<file path="config.mk">
export PLATFORM = sky130hd
export DESIGN_NAME = alu_arbiter
export DESIGN_NICKNAME = d
export VERILOG_FILES = /design/src/rtl/alu_arbiter_pkg.sv /design/src/rtl/alu_arbiter_rr_arbiter_2.sv /design/src/rtl/alu_arbiter.sv
export SDC_FILE = /design/constraint.sdc
export NUM_CORES = 1
export LEC_CHECK = 0
export ABC_AREA = 1
export BUFFER_PORTS_ARGS = -buffer_cell sky130_fd_sc_hd__clkbuf_2
export CORE_MARGIN = 2
export CORE_UTILIZATION = 46
export CTS_BUF_LIST = sky130_fd_sc_hd__clkbuf_8 sky130_fd_sc_hd__clkbuf_16
export DETAILED_ROUTE_END_ITERATION = 12
export GPL_ROUTABILITY_DRIVEN = 0
export PLACE_DENSITY = 0.8
export SLEW_MARGIN = 20
export SYNTH_ARGS = -nofsm -noshare
export SYNTH_HDL_FRONTEND = slang
export SYNTH_HIERARCHICAL = 1
export SYNTH_SLANG_ARGS = --single-unit
</file>
<file path="constraint.sdc">
create_clock -name i_clk -period 1.44 [get_ports i_clk]
set_input_delay 0.072 -clock i_clk [delete_from_list [all_inputs] [get_ports i_clk]]
set_output_delay 0.072 -clock i_clk [all_outputs]
set_load 0.05 [all_outputs]
</file>
<file path="src/rtl/alu_arbiter_pkg.sv">
// Shared ALU definitions: arbiter FSM state encoding and default ALU opcodes.
package alu_arbiter_pkg;

  typedef enum logic [1:0] {
    ST_IDLE  = 2'b00,
    ST_GRANT = 2'b01,
    ST_EXEC  = 2'b10,
    ST_DONE  = 2'b11
  } arb_state_t;

  localparam logic [5:0] ALU_OP_ADD = 6'b100000;
  localparam logic [5:0] ALU_OP_SUB = 6'b100010;
  localparam logic [5:0] ALU_OP_AND = 6'b100100;

  // Wide enough for the largest legal ALU latency (15).
  localparam int unsigned LAT_CNT_W = 4;

endpackage

</file>
<file path="src/rtl/alu_arbiter_rr_arbiter_2.sv">
// Two-way round-robin select: a lone request wins; on contention the pointer decides.
module rr_arbiter_2 (
  input  logic i_req0,
  input  logic i_req1,
  input  logic i_ptr,
  output logic o_valid,
  output logic o_winner
);

  always_comb begin
    o_valid  = i_req0 | i_req1;
    o_winner = 1'b0;
    if (i_req0 && i_req1) begin
      o_winner = i_ptr;
    end else if (i_req1) begin
      o_winner = 1'b1;
    end
  end

endmodule

</file>
<file path="src/rtl/alu_arbiter.sv">
// Shares one external ALU between two requesters: round-robin grant, registered
// operands, fixed-latency result capture and per-requester done pulse.
module alu_arbiter
  import alu_arbiter_pkg::*;
#(
  parameter int unsigned DATA_WIDTH = 8,
  parameter int unsigned OPCODE_SZ  = 6,
  parameter int unsigned ALU_LAT    = 1
) (
  input  logic                  i_clk,
  input  logic                  i_reset,
  input  logic                  i_req0,
  input  logic                  i_req1,
  input  logic [DATA_WIDTH-1:0] i_op_a0,
  input  logic [DATA_WIDTH-1:0] i_op_b0,
  input  logic [DATA_WIDTH-1:0] i_op_a1,
  input  logic [DATA_WIDTH-1:0] i_op_b1,
  input  logic [OPCODE_SZ-1:0]  i_op_code0,
  input  logic [OPCODE_SZ-1:0]  i_op_code1,
  input  logic [DATA_WIDTH-1:0] i_alu_result,
  output logic [DATA_WIDTH-1:0] o_op_a,
  output logic [DATA_WIDTH-1:0] o_op_b,
  output logic [OPCODE_SZ-1:0]  o_op_code,
  output logic                  o_gnt0,
  output logic                  o_gnt1,
  output logic                  o_done0,
  output logic                  o_done1,
  output logic [DATA_WIDTH-1:0] o_result,
  output logic                  o_busy
);

  localparam logic [LAT_CNT_W-1:0] LAT_LOAD = LAT_CNT_W'(ALU_LAT);
  localparam logic [LAT_CNT_W-1:0] LAT_LAST = LAT_CNT_W'(1);

  arb_state_t           state, state_nxt;
  logic                 ptr;
  logic                 winner;
  logic                 sel_valid;
  logic                 sel_winner;
  logic [LAT_CNT_W-1:0] cnt;

  rr_arbiter_2 u_rr (
    .i_req0   (i_req0),
    .i_req1   (i_req1),
    .i_ptr    (ptr),
    .o_valid  (sel_valid),
    .o_winner (sel_winner)
  );

  always_ff @(posedge i_clk or posedge i_reset) begin
    if (i_reset) begin
      state <= ST_IDLE;
    end else begin
      state <= state_nxt;
    end
  end

  always_comb begin
    state_nxt = ST_IDLE;
    case (state)
      ST_IDLE:  state_nxt = sel_valid ? ST_GRANT : ST_IDLE;
      ST_GRANT: state_nxt = ST_EXEC;
      ST_EXEC:  state_nxt = (cnt == LAT_LAST) ? ST_DONE : ST_EXEC;
      ST_DONE:  state_nxt = ST_IDLE;
      default:  state_nxt = ST_IDLE;
    endcase
  end

  assign o_busy = (state != ST_IDLE);

  // Grant/done pulses default low every cycle; only their owning state raises them.
  always_ff @(posedge i_clk or posedge i_reset) begin
    if (i_reset) begin
      ptr       <= 1'b0;
      winner    <= 1'b0;
      cnt       <= '0;
      o_op_a    <= '0;
      o_op_b    <= '0;
      o_op_code <= '0;
      o_result  <= '0;
      o_gnt0    <= 1'b0;
      o_gnt1    <= 1'b0;
      o_done0   <= 1'b0;
      o_done1   <= 1'b0;
    end else begin
      o_gnt0  <= 1'b0;
      o_gnt1  <= 1'b0;
      o_done0 <= 1'b0;
      o_done1 <= 1'b0;
      case (state)
        ST_IDLE: begin
          if (sel_valid) begin
            winner <= sel_winner;
          end
        end
        ST_GRANT: begin
          o_op_a    <= winner ? i_op_a1    : i_op_a0;
          o_op_b    <= winner ? i_op_b1    : i_op_b0;
          o_op_code <= winner ? i_op_code1 : i_op_code0;
          o_gnt0    <= ~winner;
          o_gnt1    <= winner;
          cnt       <= LAT_LOAD;
        end
        ST_EXEC: begin
          cnt <= cnt - LAT_LAST;
          if (cnt == LAT_LAST) begin
            o_result <= i_alu_result;
            ptr      <= ~winner;
          end
        end
        ST_DONE: begin
          o_done0 <= ~winner;
          o_done1 <= winner;
        end
        default: ;
      endcase
    end
  end

endmodule

</file>
# --- Yosys cells after proc, flatten, opt, wreduce, memory -nomap -nowiden ---
# Cells that the tools add are included.
# W data, S select, Z words.
word_totals:
  reg_bits: 42
  wordCells: 38
classes:
  n_addsub: 1
  n_eq_ne: 4
  muxes: 13
  bitwise: 2
  reduce_logical: 6
ops:
  columns: ["cell", "n"]
  rows:
  - ["$mux W8", 2]
  - ["$mux W1", 8]
  - ["$pmux W2 S4", 1]
  - ["$pmux W4 S2", 1]
  - ["$mux W6", 1]
  - ["$eq A2 B2 Y1 const B", 2]
  - ["$eq A4 B1 Y1 const B", 1]
  - ["$reduce_and A2 Y1", 2]
  - ["$reduce_bool A2 Y1", 2]
  - ["$sub A4 B1 Y4 const B", 1]
  - ["$eq A2 B1 Y1 const B", 1]
  - ["$logic_not A2 Y1", 1]
  - ["$logic_and A1 B1 Y1", 1]
  - ["$not A1 Y1", 1]
  - ["$or A1 B1 Y1", 1]

# --- Longest topological paths before layout ---
depth:
  depth_word: 3
  mapped_depth: 7

# --- By module ---
# Netlist, hierarchy kept.
modules_own_cells:
  columns: ["module", "n_inst", "cells_per_inst", "area_per_inst_um2", "seq_area_each_um2"]
  rows:
  - ["alu_arbiter", 1, 207, 1869.3, 1051.0]
  - ["rr_arbiter_2", 1, 5, 22.5, 0.0]

# --- Worst setup path before layout ---
# No wires, ideal clock.
synth_path:
  path_type: "reg2reg"
  startpoint: "register state[0]"
  endpoint: "register cnt[3]"
  setup_time_ns: 0.119
  arrival_ns: 1.197
  path_slack_ns: 0.124
  path_stages_with_launch: 7
  path_buffers: 0
  period_less_slack_ns: 1.316
  cell_sequence: "dfrtp_1 inv_1 ha_1 inv_1 or2_2 nand2_1 nor2_1"
synth_between:
  elab_chain_cells: 2
  word_cells_on_any_way: 4
  classes_between: "2 x eq/ne; 1 x mux; 1 x reduce/logical"
synth_lines:
  columns: ["element", "line", "source"]
  rows:
  - ["start: declaration", "alu_arbiter.sv:35", "arb_state_t state, state_nxt;"]
  - ["start signal: assignment", "alu_arbiter.sv:54", "state <= state_nxt;"]
  - ["$eq A2 B2 Y1 or $eq A2 B1 Y1 (tied branches)", "alu_arbiter.sv:90", "case (state)"]
  - ["$pmux W4 S2 or $reduce_bool A2 Y1 (tied branches)", null, null]
  - ["end signal: assignment", "alu_arbiter.sv:105", "cnt <= cnt - LAT_LAST;"]
  - ["end: declaration", "alu_arbiter.sv:40", "logic [LAT_CNT_W-1:0] cnt;"]
# Parallel ways exist; a longest one is shown, timed or not.
# A chain may end at the register's enable or synchronous reset.

# --- Worst setup path after layout ---
layout_path:
  startpoint: "register state[0]"
  endpoint: "output o_busy"
layout_between:
  elab_chain_cells: 1
layout_lines:
  columns: ["element", "line", "source"]
  rows:
  - ["$reduce_bool A2 Y1", "alu_arbiter.sv:69", "assign o_busy = (state != ST_IDLE);"]
  - ["end: declaration", "alu_arbiter.sv:29", "output logic o_busy"]
# No other way between the ends.

==> metrics.md <==
| Metric | Value |
|---|---|
| Outcome | `finished clean` |
| Multi-input logic area | `approximately 730 um^2` |
| Setup TNS | `0 ns` |
| WP data required | `1.37 ns` |
| Worst vdd ir | `about 0.0014 V` |
| DRC | `0` |
| Worst Skew | `between 0.008 and 0.009 ns` |
| Core area | `between 3000 and 4000 um^2` |
| Post-route minimum period | `around 1.3 ns` |
| Die H | `a little under 70 um` |
| Area delta synth->final | `54.37%` |
| Initial core utilization | `0.4764` |
| Hold_ws | `0.0007727 ns` |
| DR iter-0 viols | `~130` |
| Clock buffer depth | `2` |
| Post-synth top area cell | `dfrtp_1` |
| Most frequent cells after synthesis | `nand2_1 (84), dfrtp_1 (42), nand3_1 (25)` |
| CP most frequent cell | `inv_1` |
| Wire length per cell | `12.54 um` |
| Worst min-delay path category | `in2reg` |
| RSZ-0062 raised after global routing | `false` |
| Relative slew slack | `0.6574` |
| Hold_sp | `i_op_b1[1]` |
| Total CTS buffers | `5` |
| Cell Chain, Critical Path | `inv_1, ha_1, inv_1, clkbuf_4` |
| Synthesized instance count | `212` |
| Clk Latency, worst-skew pair | `between 0.2 and 0.3 ns` |
| Drt first pass iters | `4` |
| Initial antenna violation count | `0` |
| DP HPWL | `a little under 3000 um` |
| Avg Cell Area, Syn | `between 8 and 9 um^2` |
| Max-slew violations | `0` |
| Slew @ Worst Pin | `0.5139 ns` |
| Cell Area, Synth | `1892 um^2` |
| # IOs | `91` |
| Register area | `1051 um^2` |
| Cell variety after synth | `19` |
| Share of layout cells above drive strength 1 | `0.3410` |
| Max FO, Critical Path | `3` |
| Setup-failing EPs final | `0` |
| WS Path Type | `reg2out` |
| Full die area | `between 4000 and 5000 um^2` |
| Antenna diodes | `0` |
| Via count | `about 1900` |
| Most instantiated library cell after synthesis | `nand2_1` |
| Post-route ant nets | `0` |
| Syn nets | `roughly 280` |
| Max frequency | `about 0.75 GHz` |
| Root buffer cell | `clkbuf_8` |
| Buffers & Inverters on Critical Path | `3` |
| # clock sinks | `between 40 and 50` |
| Slowest-stage cell, CP | `dfrtp_1` |
| CTS tree | `done` |
| Seq/Total Area, Yosys | `0.5556` |
| IO Port Bufs | `90` |
| # rows | `23` |
| Async SR Flop Fraction | `1.000` |
| Hold Violations, Final | `0` |
| Yosys warns | `6` |
| Total grt overflow | `0` |
| First-pass GRT wire length | `~7400 um` |
| Worst Setup SP | `state[0]` |
| Top_reg_cell synth | `dfrtp_1` |
| Setup crit start kind | `register` |
| Pwr dens | `approximately 2300 nW/um^2` |
| Routed WL | `between 5000 and 6000 um` |
| WP data arrival | `1.27 ns` |
| Vias in the first global route | `1732` |
| RR Startpoint | `state[1]` |
| Largest net degree at the start of global routing | `43` |
| Worst stage delay on the critical path | `0.40 ns` |
| Clk slew on worst S/H paths | `0.08 ns` |
| Fin nets | `411` |
| Worst Setup End Kind | `primary output` |
| Leakage | `1.587 nW` |
| Gr usage total | `0.2187` |
| Tcrit/Tclk final | `0.9294` |
| Flip-flop and latch count after synthesis | `42` |
| Yosys top cell area share | `0.5556` |
| Synth area leaders | `dfrtp_1 (56%), nand2_1 (17%), nand3_1 (6.6%)` |
| Filler cell count | `274` |
| CP top delay family | `flip-flops` |
| # H-tree levels | `2` |
| Die W | `68.13 um` |
| Routed vias/inst | `roughly 4.7` |
| Max cap viols | `0` |
| Number of synthesized flops with an enable pin | `0` |
## metal layers
| metal | global-route usage | part of all wire |
|---|---|---|
| met1 | 0.2554 | 0.41 |
| met2 | 0.3665 | 0.49 |
| met3 | 0.06743 | 0.072 |
| met4 | 0.1025 | 0.025 |
| met5 | 0 | 0 |
## state kept, by name, summed over array words and instances, names as in the netlist, 2 cells and up
register,cells
o_op_a,8
o_op_b,8
o_result,8
o_op_code,6
cnt,4
state,2
## through the flow
step | setup slack [ns] | power (W) | cells | utilization | cell area (um^2)
floorplan | 0.1235 | 0.004952 | 212 | - | 1892
global placement | 0.1552 | 0.005749 | 350 | 0.6049 | 2402
detailed placement | 0.09601 | 0.005839 | 350 | 0.6049 | 2402
CTS | 0.04449 | 0.006706 | 398 | 0.7297 | 2898
global route | 0.01094 | 0.007216 | 399 | 0.7354 | 2920
finish | 0.1016 | 0.006765 | 399 | 0.7354 | 2920
## path summary, 6_finish.rpt
kind	slack [ns]	endpoint	depth (start not counted)
setup / recovery	0.10	o_busy	4
setup reg to reg	0.15	cnt[3]	6
max in group asynchronous	0.62	o_done0	4
hold reg to reg	0.49	o_result[3]	2
min in group asynchronous	0.45	o_result[5]	4
hold / removal	0.0008	o_op_b[1]	3
## layout by cell type (no fill, tap or decap)
cell | netlist | layout
o21ai_2 | 10 | 10
a31oi_1 | 1 | 1
nor2_1 | 5 | 5
inv_4 | 0 | 1
nand2_1 | 84 | 84
ha_1 | 7 | 7
clkinv_1 | 0 | 1
nor2_2 | 2 | 2
clkinv_2 | 0 | 1
clkinvlp_4 | 0 | 1
buf_12 | 0 | 1
clkbuf_2 | 0 | 89
dlygate4sd3_1 | 0 | 40
or2_2 | 1 | 1
a21oi_1 | 3 | 3
buf_4 | 0 | 4
nand3_1 | 25 | 25
clkbuf_8 | 0 | 6
o21ai_0 | 1 | 1
o22ai_1 | 1 | 1
or2_1 | 1 | 1
inv_1 | 20 | 19
clkbuf_4 | 0 | 1
nand3_4 | 1 | 2
dfrtp_1 | 42 | 42
## layout make-up
class                           instances  area share
Tap cell                               50     0.02142
Clock buffer                            6     0.02828
Multi-Input combinational cell        143      0.2489
Inverter                               21     0.02785
Clock inverter                          2    0.004284
Sequential cell                        42      0.3599
Timing Repair Buffer                  135      0.3093
## power by group
| part | internal [W] | leakage (nW) | switching [W] | total, W |
|---|---|---|---|---|
| sequential | 0.00173 | 0.523 | 0.000336 | 0.00207 |
| combinational | 0.00109 | 1.02 | 0.00283 | 0.00392 |
| clock | 0.000385 | 0.0472 | 0.000390 | 0.000775 |
## kinds of logic (layout without fill, tap and decap cells)
family / after synthesis / in the layout / share of synthesized area
buffers and inverters: 28 / 164 / 0.06944
adder cells (fa/ha/maj): 7 / 7 / 0.04629
AO/OA/AOI/OAI: 16 / 16 / 0.06349
flip-flops: 42 / 42 / 0.5556
AND/OR/NAND/NOR: 119 / 120 / 0.2652
## timing repair
item	CTS	global route
setup buffers	0	0
gates resized for setup	0	5
endpoints found under the setup margin	0	23
hold endpoints to repair	69	0
hold buffers	40	0
## worst register-to-register path: cells and delay by family, from the launching register on
family        cells  cell delay, ns
buf+inv           2            0.14
fa+ha+maj         1            0.30
simple gates      3            0.38
flops             1            0.38
Power figures use the tool's default switching activity.
